<file path="src/rtl/clkdiv_sched.sv">
// clkdiv_sched: one programmable clock divider time-shared among N requesters.
// A round-robin arbiter hands the divider to one requester at a time. The owner
// gets cnt divided periods at ratio D = max(div, 2), then a one-cycle done pulse.
//
// Ports
//   clk          core clock
//   rst_n        asynchronous reset, active-high
//   i_req[N]     per-requester request level (dropping it mid-job aborts the job)
//   i_div[N*W]   divide ratio of requester i at [i*W +: W]
//   i_cnt[N*CW]  tick count of requester i at [i*CW +: CW]
//   o_gnt[N]     one-hot grant, held for the whole job
//   o_busy       divider owned (RUN or DONE)
//   o_tick       1-cycle strobe, once per divided period
//   o_clk_out    divided clock, high for the first (D+1)>>1 cycles of each period
//   o_done[N]    1-cycle completion pulse to the owner
//
// All outputs are registered. A zero-count job shows gnt and done together for
// its single DONE cycle; a normal job drops gnt on entering DONE.
module clkdiv_sched #(
   parameter int unsigned N  = 4,
   parameter int unsigned W  = 8,
   parameter int unsigned CW = 8
) (
   input  logic            clk,
   input  logic            rst_n,
   input  logic [N-1:0]    i_req,
   input  logic [N*W-1:0]  i_div,
   input  logic [N*CW-1:0] i_cnt,
   output logic [N-1:0]    o_gnt,
   output logic            o_busy,
   output logic            o_tick,
   output logic            o_clk_out,
   output logic [N-1:0]    o_done
);

   localparam int unsigned IW = (N > 1) ? $clog2(N) : 1;

   typedef enum logic [1:0] {StIdle, StRun, StDone} state_t;

   state_t          r_state, w_state_d;
   logic [N-1:0]    r_gnt, w_gnt_d;
   logic [N-1:0]    r_done, w_done_d;
   logic            r_busy, w_busy_d;
   logic            r_tick, w_tick_d;
   logic            r_clk_out, w_clk_out_d;
   logic [W-1:0]    r_phase, w_phase_d;
   logic [W-1:0]    r_ratio, w_ratio_d;
   logic [CW-1:0]   r_rem, w_rem_d;
   logic [IW-1:0]   r_ptr, w_ptr_d;
   logic [IW-1:0]   r_owner, w_owner_d;

   logic [W-1:0]    w_div_arr [N];
   logic [CW-1:0]   w_cnt_arr [N];
   logic            w_found;
   logic [IW-1:0]   w_win;
   logic [IW:0]     w_sum;
   logic [N-1:0]    w_win_oh;
   logic [W-1:0]    w_eff;
   logic [CW-1:0]   w_cnt_sel;
   logic [W-1:0]    w_phase_nx;
   logic [W:0]      w_half;
   logic            w_tick_now;
   logic [IW-1:0]   w_ptr_nx;

   // Round-robin search: first set request scanning upward from r_ptr, wrapping.
   always_comb begin
      w_found = 1'b0;
      w_win   = '0;
      w_sum   = '0;
      for (int unsigned i = 0; i < N; i++) begin
         w_div_arr[i] = i_div[i*W +: W];
         w_cnt_arr[i] = i_cnt[i*CW +: CW];
      end
      for (int unsigned j = 0; j < N; j++) begin
         w_sum = {1'b0, r_ptr} + (IW+1)'(j);
         if (w_sum >= (IW+1)'(N)) w_sum = w_sum - (IW+1)'(N);
         if (!w_found && i_req[w_sum[IW-1:0]]) begin
            w_found = 1'b1;
            w_win   = w_sum[IW-1:0];
         end
      end
   end

   assign w_win_oh   = N'(1) << w_win;
   assign w_eff      = (w_div_arr[w_win] < W'(2)) ? W'(2) : w_div_arr[w_win];
   assign w_cnt_sel  = w_cnt_arr[w_win];
   assign w_tick_now = (r_phase == r_ratio - W'(1));
   assign w_phase_nx = w_tick_now ? '0 : r_phase + W'(1);
   assign w_half     = ({1'b0, r_ratio} + (W+1)'(1)) >> 1;
   assign w_ptr_nx   = (r_owner == IW'(N-1)) ? '0 : r_owner + IW'(1);

   always_comb begin
      w_state_d   = r_state;
      w_gnt_d     = r_gnt;
      w_done_d    = '0;
      w_busy_d    = r_busy;
      w_tick_d    = 1'b0;
      w_clk_out_d = 1'b0;
      w_phase_d   = r_phase;
      w_ratio_d   = r_ratio;
      w_rem_d     = r_rem;
      w_ptr_d     = r_ptr;
      w_owner_d   = r_owner;
      unique case (r_state)
         StIdle: begin
            w_gnt_d  = '0;
            w_busy_d = 1'b0;
            if (w_found) begin
               // Ratio and count are frozen here for the lifetime of the job.
               w_owner_d = w_win;
               w_ratio_d = w_eff;
               w_rem_d   = w_cnt_sel;
               w_phase_d = '0;
               w_gnt_d   = w_win_oh;
               w_busy_d  = 1'b1;
               if (w_cnt_sel != '0) begin
                  w_state_d   = StRun;
                  w_clk_out_d = 1'b1;  // phase 0 is always in the high half
               end else begin
                  w_state_d = StDone;
                  w_done_d  = w_win_oh;
               end
            end
         end
         StRun: begin
            if (!i_req[r_owner]) begin
               // Abort: release immediately, no done pulse.
               w_state_d = StIdle;
               w_gnt_d   = '0;
               w_busy_d  = 1'b0;
               w_ptr_d   = w_ptr_nx;
               w_phase_d = '0;
               w_rem_d   = '0;
            end else if (w_tick_now && (r_rem == CW'(1))) begin
               w_state_d = StDone;
               w_gnt_d   = '0;
               w_done_d  = r_gnt;
               w_phase_d = '0;
               w_rem_d   = '0;
            end else begin
               // Outputs are registered, so they are derived from next phase.
               w_phase_d   = w_phase_nx;
               w_tick_d    = (w_phase_nx == r_ratio - W'(1));
               w_clk_out_d = ({1'b0, w_phase_nx} < w_half);
               if (w_tick_now) w_rem_d = r_rem - CW'(1);
            end
         end
         StDone: begin
            w_state_d = StIdle;
            w_gnt_d   = '0;
            w_busy_d  = 1'b0;
            w_ptr_d   = w_ptr_nx;
         end
         default: begin
            w_state_d = StIdle;
            w_gnt_d   = '0;
            w_busy_d  = 1'b0;
         end
      endcase
   end

   always_ff @(posedge clk or posedge rst_n) begin
      if (rst_n) begin
         r_state   <= StIdle;
         r_gnt     <= '0;
         r_done    <= '0;
         r_busy    <= 1'b0;
         r_tick    <= 1'b0;
         r_clk_out <= 1'b0;
         r_phase   <= '0;
         r_ratio   <= W'(2);
         r_rem     <= '0;
         r_ptr     <= '0;
         r_owner   <= '0;
      end else begin
         r_state   <= w_state_d;
         r_gnt     <= w_gnt_d;
         r_done    <= w_done_d;
         r_busy    <= w_busy_d;
         r_tick    <= w_tick_d;
         r_clk_out <= w_clk_out_d;
         r_phase   <= w_phase_d;
         r_ratio   <= w_ratio_d;
         r_rem     <= w_rem_d;
         r_ptr     <= w_ptr_d;
         r_owner   <= w_owner_d;
      end
   end

   assign o_gnt     = r_gnt;
   assign o_done    = r_done;
   assign o_busy    = r_busy;
   assign o_tick    = r_tick;
   assign o_clk_out = r_clk_out;

endmodule

</file>
<file path="config.mk">
export PLATFORM = sky130hd
export DESIGN_NAME = clkdiv_sched
export DESIGN_NICKNAME = d
export VERILOG_FILES = /design/src/rtl/clkdiv_sched.sv
export SDC_FILE = /design/constraint.sdc
export NUM_CORES = 1
export LEC_CHECK = 0
export CAP_MARGIN = 20
export CORE_ASPECT_RATIO = 0.9
export CORE_MARGIN = 2
export CORE_UTILIZATION = 51
export DETAILED_ROUTE_END_ITERATION = 7
export PLACE_DENSITY = 0.81
export SLEW_MARGIN = 10
export SYNTH_ARGS = -nofsm -noshare
export SYNTH_HDL_FRONTEND = slang
export SYNTH_SLANG_ARGS = --single-unit
</file>
<file path="constraint.sdc">
create_clock -name clk -period 4.51 [get_ports clk]
set_input_delay 0.902 -clock clk [delete_from_list [all_inputs] [get_ports clk]]
set_output_delay 0.902 -clock clk [all_outputs]
set_load 0.02 [all_outputs]
</file>
==> flow_summary.yaml, run 1 <==
global_routing:
  overflow: 0
  grt_pass1_vias: 3280
  grt_max_degree: 42
  track_usage: 0.256
  grt_first_pass_wirelength_mm: 15.9
  antenna_found_initial: 0
timing:
  hold_viol: 0
  fin_crit_sh: 0.841
  slew_headroom: 0.438
  fmax_mhz: 264
  skew_ns: 0.00990
  worst_slew_pin_slew_ns: 0.843
  finalCriticalPeriod_ns: 3.79
  final-setup-viol-count: 0
  tns_ns: 0
  timing_max_transition_violations_final: 0
  rsz0062_at_grt: "false"
synthesis:
  ys_warn_count: 0
  yosys.area.top_type: "dfrtp_1"
  synth_top_area_share: 0.284
  syn_avg_cell_area_um2: 8.48
  ys_top_cells_by_area: "dfrtp_1 28%, mux2i_1 5.1%, xnor2_1 4.7%"
  syn_inst: 415
  syn-num-nets: 498
  ys_async_sr_fraction: 1.00
  ys_ff_latch: 41
  synth_edf_count: 0
  synth_common_cells: "42 x nand2_1, 40 x dfrtp_1, 32 x inv_1, 24 x o21ai_0, 20 x nor2_1"
  ys.flop_type: "dfrtp_1"
  syn_area_um2: 3520
  synth_cell_types: 57
  synth_seq_area_share: 0.292
  yosysMostFrequentCell: "nand2_1"
floorplanning:
  die-area_um2: 7580
  pin_count: 81
  initial_core_util: 0.532
  fp-row-count: 28
  coreArea_um2: 6620
  die_h_um: 82.8
  die_w_um: 91.6
cts:
  clock-sinks: 41
  postCtsSetupBuffers: 0
  cts.htree.levels: 2
  cts_made_buffers: 5
  cts_tree: "done"
  ctsLongestPathBuffers: 2
  clk-insertion-delay-late_ns: 0.30
  cts_root_buf: "clkbuf_8"
  clk_pin_slew_ns: 0.09
  postCtsHoldBufs: 0
  ctsResizeCount: 0
power:
  p_per_area_nw_per_um2: 559
  power_mw: 2.48
  peakVddDrop_mv: 0.347
  power.leakage_nw: 1.88
routing:
  wl_mm: 9.52
  dr.first_iter.drc_count: 227
  via_per_inst: 6.02
  vias: 3428
  ant_nets: 0
  wl_per_cell_um: 16.7
  drtPass1Iterations: 5
  drc_errors: 0
final_layout:
  diodes: 0
  syn_to_final_growth_pct: 25.8
  final_layout_size_suffix_gt1_frac: 0.0626
  nNetsFinal: 561
  fill_cells: 532
hold_path:
  whs_endpoint: "o_busy$_DFFE_PP0P_"
  min-delay-start: "o_busy$_DFFE_PP0P_"
  hold_path_depth: 2
  hold_class: "reg -> reg"
worst_setup_path:
  rr_startpoint: "r_ratio[0]$_DFFE_PP0P_"
  r2r_slack_ns: 0.72
  start_kind: "flop"
  ff2ff_path_depth: 12
  critPathArrivalTime_ns: 4.04
  worst_ep_required_time_ns: 4.75
  crit_type: "reg -> reg"
  worst_setup_path_end_kind: "flop"
  r2r_end: "o_clk_out$_DFF_PP0_"
  crit_fanout: 17
run:
  maxCapViolCount: 0
place:
  port_buffers: 80
  place.gp.congestion: 0.973
  dp_hpwl_mm: 7.37
status:
  status: "finished clean"
-- critical path, cell delays in order, from the launching register on --
cell and delay, ns:
dfrtp_1 0.49, inv_1 0.18, ha_1 0.25, nor3b_1 0.39, xnor2_1 0.13, nor4_1 0.36, and4_1 0.66, nor2_1 0.11
ha_1 0.33, a21o_1 0.17, a21o_1 0.17, a221oi_1 0.29, a32o_1 0.21
-- stage by stage --
stage / setup WS (ns) / cells / area, um^2 / util / hold slack (ns)
2_1_floorplan: 1.25 / 415 / 3520 / - / 0.483
3_3_place_gp: 0.663 / 561 / 4320 / 0.653 / 0.459
3_5_place_dp: 0.531 / 561 / 4320 / 0.653 / 0.474
4_1_cts: 0.757 / 569 / 4430 / 0.669 / 0.494
5_1_grt: 0.293 / 569 / 4430 / 0.669 / 0.548
6_report: 0.715 / 569 / 4430 / 0.669 / 0.487
-- placed cells by master (no fill, tap or decap), types with 3 or more instances in the layout --
| master | instances |
|---|---|
| nor2b_1 | 4 |
| nor2_1 | 20 |
| o32ai_1 | 4 |
| o21ai_0 | 24 |
| buf_4 | 3 |
| clkbuf_8 | 5 |
| nand4_1 | 7 |
| o41ai_2 | 4 |
| a2111oi_0 | 3 |
| ha_1 | 13 |
| nand2_1 | 42 |
| o21a_1 | 5 |
| mux2i_1 | 18 |
| inv_1 | 32 |
| dfrtp_1 | 40 |
| xnor2_1 | 19 |
| a211oi_1 | 19 |
| a31oi_1 | 19 |
| xor2_1 | 10 |
| mux2_2 | 8 |
| nor3_1 | 15 |
| nor4_1 | 3 |
| o22ai_1 | 6 |
| a32o_1 | 5 |
| clkdlybuf4s50_1 | 80 |
| and4_1 | 4 |
| a21o_1 | 6 |
| and2_1 | 4 |
| nand3_1 | 7 |
| and3_1 | 3 |
| a21oi_1 | 9 |
| nand2b_1 | 5 |
-- kinds of logic (layout without fill, tap and decap cells) --
logic type                 after synthesis  in the layout  share of synthesized area
DFF                                     41             41                      0.292
xor gates and xnor gates                31             31                     0.0850
buffers and inverters                   59            123                     0.0722
adders and majority gates               13             13                     0.0462
AOI/OAI and AO/OA                      118            118                      0.239
and+or+nand+nor                        126            126                      0.182
muxes                                   27             27                     0.0832
-- report_power, final --
part / switching, mW / leakage [nW] / internal, mW
Sequential: 0.185 / 0.527 / 0.499
Clock: 0.134 / 0.0552 / 0.164
Combinational: 0.835 / 1.30 / 0.658
-- per-layer routing --
metal | up-vias | wire length (um) | track usage
li1 | 1641 | - | -
met1 | 1638 | 4420 | 0.363
met2 | 142 | 4460 | 0.410
met3 | 7 | 555 | 0.0417
met4 | 0 | 80 | 0.0565
met5 | - | 0 | 0
-- cell type report --
cell class	instances	area, um^2	area share
timing repair buffer	83	823	0.186
tap	90	113	0.0254
inverter	32	120	0.0271
clock buffer	6	72.6	0.0164
multi-input combinational	315	2240	0.505
clock inverter	2	35.0	0.00791
sequential	41	1030	0.232
-- worst max-delay path by stage --
stage | start | end | slack (ns) | cells after the start
2_1_floorplan | r_ratio[2]$_DFFE_PP0P_ | o_clk_out$_DFF_PP0_ | 1.25 | 13
3_3_place_gp | i_req[0] | o_clk_out$_DFF_PP0_ | 0.66 | 8
3_5_place_dp | i_req[0] | o_clk_out$_DFF_PP0_ | 0.53 | 8
4_1_cts | r_ratio[0]$_DFFE_PP0P_ | o_clk_out$_DFF_PP0_ | 0.76 | 12
5_1_grt | r_ratio[0]$_DFFE_PP0P_ | o_clk_out$_DFF_PP0_ | 0.29 | 12
6_report | r_ratio[0]$_DFFE_PP0P_ | o_clk_out$_DFF_PP0_ | 0.72 | 12
-- registers in the layout, summed over array words and instances (netlist names), 2 cells and up --
signal and count:
r_phase 8, r_ratio 8, r_rem 8, o_done 4, o_gnt 4, r_owner 2
r_ptr 2, r_state 2
Power figures use the tool's default switching activity.
==> run 2, diff against run 1 <==
==> constraint.sdc (replaced) <==
create_clock -name clk -period 3.6 [get_ports clk]
set_input_delay 0.72 -clock clk [delete_from_list [all_inputs] [get_ports clk]]
set_output_delay 0.72 -clock clk [all_outputs]
set_load 0.02 [all_outputs]
==> flow_summary.yaml, run 2 (synthesis gave the netlist of run 1 again) <==
status:
  status: "finished clean"
floorplanning:
  fp-row-count: 28
  pin_count: 81
  die_h_um: 82.8
  die_w_um: 91.6
  coreArea_um2: 6620
  initial_core_util: 0.532
  die-area_um2: 7580
timing:
  tns_ns: 0
  fmax_mhz: 297
  skew_ns: 0.00864
  rsz0062_at_grt: "false"
  hold_slack_ns: 0.486
  final-setup-viol-count: 0
  worst_slew_pin_slew_ns: 0.716
  hold_viol: 0
  finalCriticalPeriod_ns: 3.37
  timing_max_transition_violations_final: 0
  fin_crit_sh: 0.935
  slew_headroom: 0.523
power:
  p_per_area_nw_per_um2: 711
  peakVddDrop_mv: 0.410
  power.leakage_nw: 1.97
worst_setup_path:
  cp_num_buf_inv: 2
  cp_cell_sequence: "inv_1, ha_1, xor2_1, nand2_1, nor4_1, buf_4, and4_1, nor2_1, ha_1, a21o_1, a21o_1, a221oi_1, a32o_1"
  start_kind: "flop"
  ff2ff_path_depth: 13
  r2r_end: "o_clk_out$_DFF_PP0_"
  cp_slowest_cell: "dfstp_2"
  rr_startpoint: "r_ratio[1]$_DFFE_PP1P_"
  worst_setup_path_end_kind: "flop"
  r2r_slack_ns: 0.23
  startpoint: "r_ratio[1]$_DFFE_PP1P_"
  critPathArrivalTime_ns: 3.60
  worst_ep_required_time_ns: 3.84
  crit_fanout: 7
  cp_top_family: "compound AO/OA/AOI/OAI gates"
  cpPeakStageDelay_ns: 0.59
  crit_type: "reg -> reg"
final_layout:
  final_cell_mix: "80 x clkdlybuf4s50_1, 42 x nand2_1, 40 x dfrtp_1"
  multi_input_comb_area_um2: 2240
  final_common_cell: "clkdlybuf4s50_1"
  regArea_um2: 1030
  fill_cells: 514
  instances_no_fill: 584
  syn_to_final_growth_pct: 30.4
  nNetsFinal: 576
  diodes: 0
  largestRegisters: "r_phase x8, r_ratio x8, r_rem x8"
  fin_util: 0.693
  final_layout_size_suffix_gt1_frac: 0.0931
global_routing:
  grt_first_pass_wirelength_mm: 16.5
  antenna_found_initial: 0
  track_usage: 0.264
  grt_pass1_vias: 3449
  overflow: 0
  grt_max_degree: 29
cts:
  cts_root_buf: "clkbuf_8"
  clk_pin_slew_ns: 0.08
  clk-insertion-delay-late_ns: 0.30
  clock-sinks: 41
  ctsLongestPathBuffers: 2
  cts.htree.levels: 2
  postCtsSetupBuffers: 0
  postCtsHoldBufs: 0
  cts_made_buffers: 5
  cts_tree: "done"
  ctsResizeCount: 0
place:
  dp_hpwl_mm: 7.74
  place.gp.congestion: 0.939
  port_buffers: 80
  dp_cells: 575
routing:
  drc_errors: 0
  dr.first_iter.drc_count: 175
  ant_nets: 0
  drtPass1Iterations: 5
  wl_per_cell_um: 17.0
  wl_mm: 9.92
  vias: 3522
  via_per_inst: 6.03
hold_path:
  min-delay-start: "o_busy$_DFFE_PP0P_"
  whs_endpoint: "o_busy$_DFFE_PP0P_"
  hold_class: "reg -> reg"
  hold_path_depth: 2
run:
  maxCapViolCount: 0
## run 2: how the worst max path moves through the flow
stage | endpoint | slack, ns | depth (start not counted)
3_3_place_gp | o_clk_out$_DFF_PP0_ | 0.15 | 8
6_report | o_clk_out$_DFF_PP0_ | 0.23 | 13
4_1_cts | o_clk_out$_DFF_PP0_ | 0.24 | 13
3_5_place_dp | o_clk_out$_DFF_PP0_ | 0.04 | 8
5_1_grt | r_rem[7]$_DFFE_PP0P_ | 0.02 | 10
2_1_floorplan | o_clk_out$_DFF_PP0_ | 0.34 | 13
## run 2: final cells by class
| cell class | instances | area share |
|---|---|---|
| multi-input cells | 315 | 0.488 |
| flip-flops and latches | 41 | 0.224 |
| repair buffers | 98 | 0.208 |
| inverters | 32 | 0.0262 |
| well taps | 90 | 0.0245 |
| clock buffers | 5 | 0.0150 |
| clock inverters | 3 | 0.0142 |
## run 2: stage by stage
stage / setup slack (ns) / power (mW) / area, um^2
2_1_floorplan: 0.344 / 2.24 / 3520
3_3_place_gp: 0.151 / 2.71 / 4430
3_5_place_dp: 0.0441 / 2.79 / 4430
4_1_cts: 0.240 / 3.23 / 4560
5_1_grt: 0.0241 / 3.52 / 4590
6_report: 0.233 / 3.26 / 4590
## run 2: where the power goes
group	total (mW)	switching (mW)	leakage (nW)	internal, mW
clock	0.446	0.170	0.0681	0.276
combinational	1.97	1.08	1.37	0.891
sequential	0.844	0.219	0.527	0.625
## run 2: per-layer routing
layer	track usage	up-vias	share of wire
met5	0	-	0
met4	0.0634	0	0.016
met3	0.0481	19	0.062
met2	0.428	142	0.47
met1	0.365	1689	0.45
li1	-	1672	-
## run 2: worst min-delay path: stages (launching register included)
cell and delay (ns):
dfrtp_1 0.35, nand2_1 0.05, nand2_1 0.06
